`src/rtl/pc_stack.sv`:
```
// pc_stack: program counter with an integrated return-address stack.
// Each cycle it performs at most one operation, in priority order
// load > call > ret > rel > inc > hold.
//
// Ports
//   clk, rst  : rising-edge clock; asynchronous active-high reset
//   in        : absolute target for load and call
//   off       : two's-complement offset for rel
//   load/call/ret/rel/inc : operation requests, sampled at each edge
//   out       : current PC (registered)
//   sp        : number of valid stack entries (registered)
//   full      : asserted when sp == DEPTH
//   empty     : asserted when sp == 0
//   err       : sticky overflow/underflow flag, cleared only by rst
module pc_stack #(
  parameter int WIDTH = 16,
  parameter int DEPTH = 8,
  parameter int STEP  = 1,
  localparam int SPW  = $clog2(DEPTH+1),
  localparam int IW   = (DEPTH > 1) ? $clog2(DEPTH) : 1
) (
  input  logic             clk,
  input  logic             rst,
  input  logic [WIDTH-1:0] in,
  input  logic [WIDTH-1:0] off,
  input  logic             load,
  input  logic             call,
  input  logic             ret,
  input  logic             rel,
  input  logic             inc,
  output logic [WIDTH-1:0] out,
  output logic [SPW-1:0]   sp,
  output logic             full,
  output logic             empty,
  output logic             err
);

  // Stack storage is not reset. Entries at or above sp are never read.
  logic [WIDTH-1:0] stk [DEPTH];

  logic [WIDTH-1:0] out_nx;
  logic [SPW-1:0]   sp_nx;
  logic             err_nx;
  logic             push;
  logic [WIDTH-1:0] ra;
  logic [SPW-1:0]   spm1;

  assign full  = (sp == SPW'(DEPTH));
  assign empty = (sp == '0);

  // Return address wraps modulo 2^WIDTH, like every other PC update.
  assign ra   = out + WIDTH'(STEP);
  assign spm1 = sp - SPW'(1);

  always_comb begin
    out_nx = out;
    sp_nx  = sp;
    err_nx = err;
    push   = 1'b0;
    if (load) begin
      out_nx = in;
    end else if (call) begin
      if (full) begin
        err_nx = 1'b1;
      end else begin
        push   = 1'b1;
        sp_nx  = sp + SPW'(1);
        out_nx = in;
      end
    end else if (ret) begin
      if (empty) begin
        err_nx = 1'b1;
      end else begin
        // sp-1 < DEPTH here, so the low IW bits address the entry.
        out_nx = stk[spm1[IW-1:0]];
        sp_nx  = spm1;
      end
    end else if (rel) begin
      out_nx = out + off;
    end else if (inc) begin
      out_nx = out + WIDTH'(STEP);
    end
  end

  always_ff @(posedge clk or posedge rst) begin
    if (rst) begin
      out <= '0;
      sp  <= '0;
      err <= 1'b0;
    end else begin
      out <= out_nx;
      sp  <= sp_nx;
      err <= err_nx;
    end
  end

  // Push only when not full, so sp < DEPTH and fits in IW bits.
  // Gated by rst so requests held during reset leave no trace.
  always_ff @(posedge clk) begin
    if (push && !rst) stk[sp[IW-1:0]] <= ra;
  end

endmodule

```
`config.mk`:
```
export PLATFORM = sky130hd
export DESIGN_NAME = pc_stack
export DESIGN_NICKNAME = d
export VERILOG_FILES = /design/src/rtl/pc_stack.sv
export SDC_FILE = /design/constraint.sdc
export NUM_CORES = 1
export LEC_CHECK = 0
export CAP_MARGIN = 0
export CORE_ASPECT_RATIO = 0.5
export CORE_UTILIZATION = 44
export DETAILED_ROUTE_END_ITERATION = 7
export RECOVER_POWER = 50
export SLEW_MARGIN = 10
export SYNTH_ARGS = -nofsm -noshare
export SYNTH_HDL_FRONTEND = slang
export SYNTH_SLANG_ARGS = --single-unit
export TNS_END_PERCENT = 1
```
`constraint.sdc`:
```
create_clock -name clk -period 3.9 [get_ports clk]
set_clock_uncertainty 0.2 [all_clocks]
set_input_delay 0.78 -clock clk [delete_from_list [all_inputs] [get_ports clk]]
set_output_delay 0.78 -clock clk [all_outputs]
set_load 0.005 [all_outputs]
```
== Yosys cells after proc, flatten, opt, wreduce, memory -nomap -nowiden ==
Memory sizes are Yosys's and may differ from the RTL's.
Cells that the tools add are included.

* Flip-flop bits (word level): 21
* RAM bits: 128
* Bits of input ports: 39
* Output and inout bits: 23
* Logic and storage cells: 44
* Memories: 1

* $add $sub $neg: 4
* Equality and inequality tests: 6
* Muxes and demuxes: 20
* Bitwise operators: 1
* Reduce and logical (&&, ||, !) cells: 9

{| class="wikitable"
|+ Memories
! memory !! words !! width !! read ports !! clocked after memory_dff !! write ports !! RTL line !! RTL
|-
| stk || 8 || 16 || 1 || 0 || 1 || 39 || <nowiki>logic [WIDTH-1:0] stk [DEPTH];</nowiki>
|}

{| class="wikitable"
|+ Operators by type and width
! operator !! count
|-
| 16-bit two-way mux || 7
|-
| 16-bit by 1-bit adder with 16-bit output (second input constant) || 1
|-
| 16-bit adder || 1
|-
| 4-bit two-way mux || 4
|-
| 1-bit two-way mux || 9
|-
| 4-bit AND reduction || 2
|-
| 5-bit nonzero test || 1
|-
| 4-bit by 1-bit adder with 4-bit output (second input constant) || 1
|-
| 4-bit equality test (second input constant) || 1
|-
| 4-bit zero test || 1
|-
| 2-bit inequality test (second input constant) || 2
|-
| 4-bit inequality test (second input constant) || 1
|-
| 2-bit nonzero test || 2
|-
| 4-bit by 1-bit subtractor with 4-bit output (second input constant) || 1
|-
| 3-bit inequality test (second input constant) || 1
|-
| 3-bit AND reduction || 1
|-
| 2-bit by 1-bit inequality test with 1-bit output (second input constant) || 1
|-
| 1-bit logical AND || 1
|-
| 1-bit zero test || 1
|-
| 1-bit inverter || 1
|}

== Logic depth before layout (Yosys ltp) ==
* Depth after elaboration: 7
* Gate-level depth with buffers: 13
* Gate-level depth less buffers: 8

== Worst setup path before layout ==
No wires, ideal clock.

* Kind: register -> register
* Start point: reg sp[0]
* End point: mem stk[1][0], enable pin
* Library setup time: 0.409 ns
* Data arrival time: 3.090 ns
* Data required time: 3.291 ns
* Path slack: 0.200 ns
* Stages on the path, launching flop included: 11
* Buffers on the path: 3
* Period minus slack after synthesis: 3.700 ns
* Path through: dfrtp_1 -> buf_2 -> buf_4 -> buf_4 -> inv_1 -> ha_1 -> nand3b_1 -> nand2_1 -> nor3_1 -> nand2_1 -> nor3_1

* Longest elaborated chain between the ends: 7

{| class="wikitable"
|+ RTL lines
! what !! RTL line !! RTL
|-
| start: declaration || 32 || <nowiki>output logic [SPW-1:0] sp,</nowiki>
|-
| start signal: assignment || 92 || <nowiki>sp <= sp_nx;</nowiki>
|-
| 4-bit equality test || 48 || <nowiki>assign full = (sp == SPW'(DEPTH));</nowiki>
|-
| 1-bit two-way mux || 63 || <nowiki>if (full) begin</nowiki>
|-
| 1-bit two-way mux || 62 || <nowiki>end else if (call) begin</nowiki>
|-
| 1-bit two-way mux || 60 || <nowiki>if (load) begin</nowiki>
|-
| 1-bit logical AND || 100 || <nowiki>if (push && !rst) stk[sp[IW-1:0]] <= ra;</nowiki>
|-
| 1-bit two-way mux || 100 ||
|-
| 1-bit two-way mux (implied by the code) || 100 ||
|-
| end: declaration || 39 ||
|}

Several ways; a longest one is shown, not always the timed one.

== Final worst setup path ==
* Start point: reg sp[1]
* End point: out empty

* Longest elaborated chain between the ends: 1

{| class="wikitable"
|+ RTL lines
! what !! RTL line !! RTL
|-
| 4-bit zero test || 49 || <nowiki>assign empty = (sp == '0);</nowiki>
|-
| end: declaration || 34 || <nowiki>output logic empty,</nowiki>
|}

No other way between the ends.

==> impl_results.md <==
- Cell variety after synth: 56
- Actual slew at the worst max-slew pin: between 0.9 and 1 ns
- Placed Area: 8290 um2
- Pleak: roughly 0.0031 uW
- Vias in the first global route: 4650
- Filler cells: 1284
- Yosys warns: 0
- Reg power frac: 0.349
- Worst R2R Setup Slack: 0.83 ns
- First-pass GRT wire length: between 20000 and 30000 um
- Post-synth EDFFs: about 130
- CP Launch Type: register
- Worst-Skew Late Latency: around 0.42 ns
- Mapped cell area: 7270 um2
- CP endpoint kind: output pin
- CP arrival: roughly 2.2 ns
- Final core utilization: 0.561
- Internal power: just under 4000 uW
- Switching Power: 2160 uW
- Max-cap violations: 0
- Synth top area share: 0.529
- Initial core utilization: 0.461
- Die X: between 150 and 200 um
- WS Path Type: reg2out
- CTS Sinks: 149
- Largest net degree at the start of global routing: 38
- Root Driver: clkbuf_16
- H-tree depth: 4
- Post-synth top area cell: edfxtp_1
- DR WL/cell: 20.8 um
- Total grt overflow: 0
- Fin area: 8850 um2
- Setup TNS: 0 ns
- Sw frac: 0.359
- Simple-gate share of the synthesized area: 0.103
- Synthesis-to-finish area growth: 21.8%
- GRT Resource Usage Total: 0.221
- Worst EP required: 2.92 ns
- Die Area: about 17000 um2
- Final period utilization: 0.821
- Final Hold Viols: 0
- Largest family of logic cells by synthesized area: multiplexers
- Synth Flop Type: edfxtp_1
- Max transition margin: 0.360
- Comb pwr share: 0.380
- Post-CTS sizing: 0
- Initial antenna violation count: 0
- Setup bufs post-CTS: 0
- Vias per Instance: between 5 and 6
- Synth Instances: around 540
- Remaining DRCs: 0
- Pwr Density: ~680 nW/um2
- Height of the die: roughly 93 um
- CP max FO: 8
- Worst hold slack: 0.267 ns
- Unrepaired setup endpoints after global routing: false
- Multiplexer share of the synthesized area: 0.105
- Final worst slack: roughly 0.7 ns
- Total CTS buffers: 17
- Top-count cell post-synth: edfxtp_1
- Routed Antenna Nets: 0
- Post-synthesis compound-gate area fraction: 0.0961
- Via count: around 4900
- Port Buffers: roughly 60
- Post-synthesis xor/xnor area fraction: 0.0386
- Worst-path clk slew: around 0.060 ns
- Drt initial violations: 490
- Post-synth top cells: edfxtp_1, nand2_1, nor2_1
- Max clock buf depth: 2
- DP Worst Slack: 0.329 ns
- Largest cells by area after synthesis: edfxtp_1, mux4_2, dfrtp_1, nand2_1, ha_1
- CTS tree: yes
- Dpl hpwl: around 13000 um
- Routed WL: between 15000 and 20000 um
- Setup violators final: 0
- Rows: 32
- Post-Synthesis Net Count: between 500 and 600
- Status: complete, no violations
- Worst min-delay path category: reg2reg
- Max Slew Vio Count: 0
- I/O pin count: 62
- Clock share of power: 0.270
- Mapped Avg Cell Area: roughly 14 um2
- Async set-reset flop share out of synthesis: 0.141
- Post-Synth Adder-Cell Area: 0.0337
- Core area: 15800 um2
- Max Freq: roughly 0.31 GHz
- Gpl congestion: roughly 0.81
- Cts hold-fix bufs: 0
- Seq cells post-synth: approximately 150
- TritonRoute pass-1 iters: 5
- Worst vdd ir: around 330 uV
- Min Tclk post-route: about 3.2 ns
- # diodes: 0
- Final nets: between 600 and 700
- Sequential share of the synthesized area: 0.601
- Share of cells above drive strength 1: 0.160
==> cell type report <==
cell class                 instances  area (um2)  share of cell area
tap                              221         277              0.0312
multi-input combinational        353        2720               0.308
clock inverter                    14         164              0.0185
clock buffer                      18         429              0.0485
inverter                          12        45.0             0.00509
sequential                       149        4370               0.494
timing repair buffer              93         843              0.0953
==> cell usage in the layout, fill, tap and decap left out, types with 4 or more instances in the layout <==
master / instances
mux4_2: 32
nand2_1: 63
nor2_1: 37
a21oi_1: 32
nand3_1: 20
dfrtp_1: 20
clkbuf_16: 17
edfxtp_1: 128
clkdlybuf4s50_1: 40
ha_1: 18
or3_1: 4
dlygate4sd3_1: 21
and3_1: 4
o31ai_1: 4
buf_4: 30
a21o_1: 7
o211ai_1: 5
inv_1: 12
a211oi_1: 8
inv_6: 4
xor2_1: 15
nor3_1: 8
xnor2_1: 17
o21ai_0: 19
o22ai_1: 6
nand4_1: 4
a31oi_1: 5
==> routing by layer <==
layer | vias up | track usage | routed length (um) | share of wire
met4 | 0 | 0.0563 | 175 | 0.0098
met2 | 156 | 0.320 | 7720 | 0.43
met1 | 2463 | 0.338 | 8850 | 0.49
li1 | 2257 | - | - | -
met5 | - | 0 | 0 | 0
met3 | 13 | 0.0440 | 1160 | 0.065
==> cell families after synthesis <==
kind of cell,Yosys count
and+or+nand+nor,158
muxes,36
DFF,149
AOI/OAI and AO/OA,108
buffers and inverters,36
xor gates and xnor gates,32
adders and majority gates,19
==> registers in the layout, summed over array words and instances, names as in the netlist <==
name,count
sp,4
stk,128
err,1
out,16
==> power by group through the flow <==
stage | combinational [uW] | clock, uW | sequential [uW]
4_1_cts | 2320 | 1650 | 2110
2_1_floorplan | 1550 | 0 | 2090
3_5_place_dp | 2310 | 0 | 2140
3_3_place_gp | 2300 | 0 | 2140
5_1_grt | 2490 | 1710 | 2130
6_report | 2290 | 1630 | 2110
==> worst paths after layout <==
check	start	to	cells past startpoint
min reg2reg	err$_DFFE_PP0P_	err$_DFFE_PP0P_	2
max in group asynchronous	rst	sp[0]$_DFFE_PP0P_	2
min	err$_DFFE_PP0P_	err$_DFFE_PP0P_	2
min in group asynchronous	rst	out[15]$_DFFE_PP0P_	2
max reg2reg	out[1]$_DFFE_PP0P_	out[12]$_DFFE_PP0P_	8
max	sp[1]$_DFFE_PP0P_	empty	5
==> per-stage QoR <==
stage,total power (uW),cells
5_1_grt,6330,860
4_1_cts,6080,860
2_1_floorplan,3650,538
6_report,6030,860
3_5_place_dp,4450,828
3_3_place_gp,4440,828
==> worst max-delay path: stages, from the launching register on <==
cell and delay, ns:
dfrtp_1 0.48, inv_1 0.13, ha_1 0.31, inv_1 0.10, nor3_1 0.24, clkdlybuf4s50_1 0.54
Power figures use the tool's default switching activity.
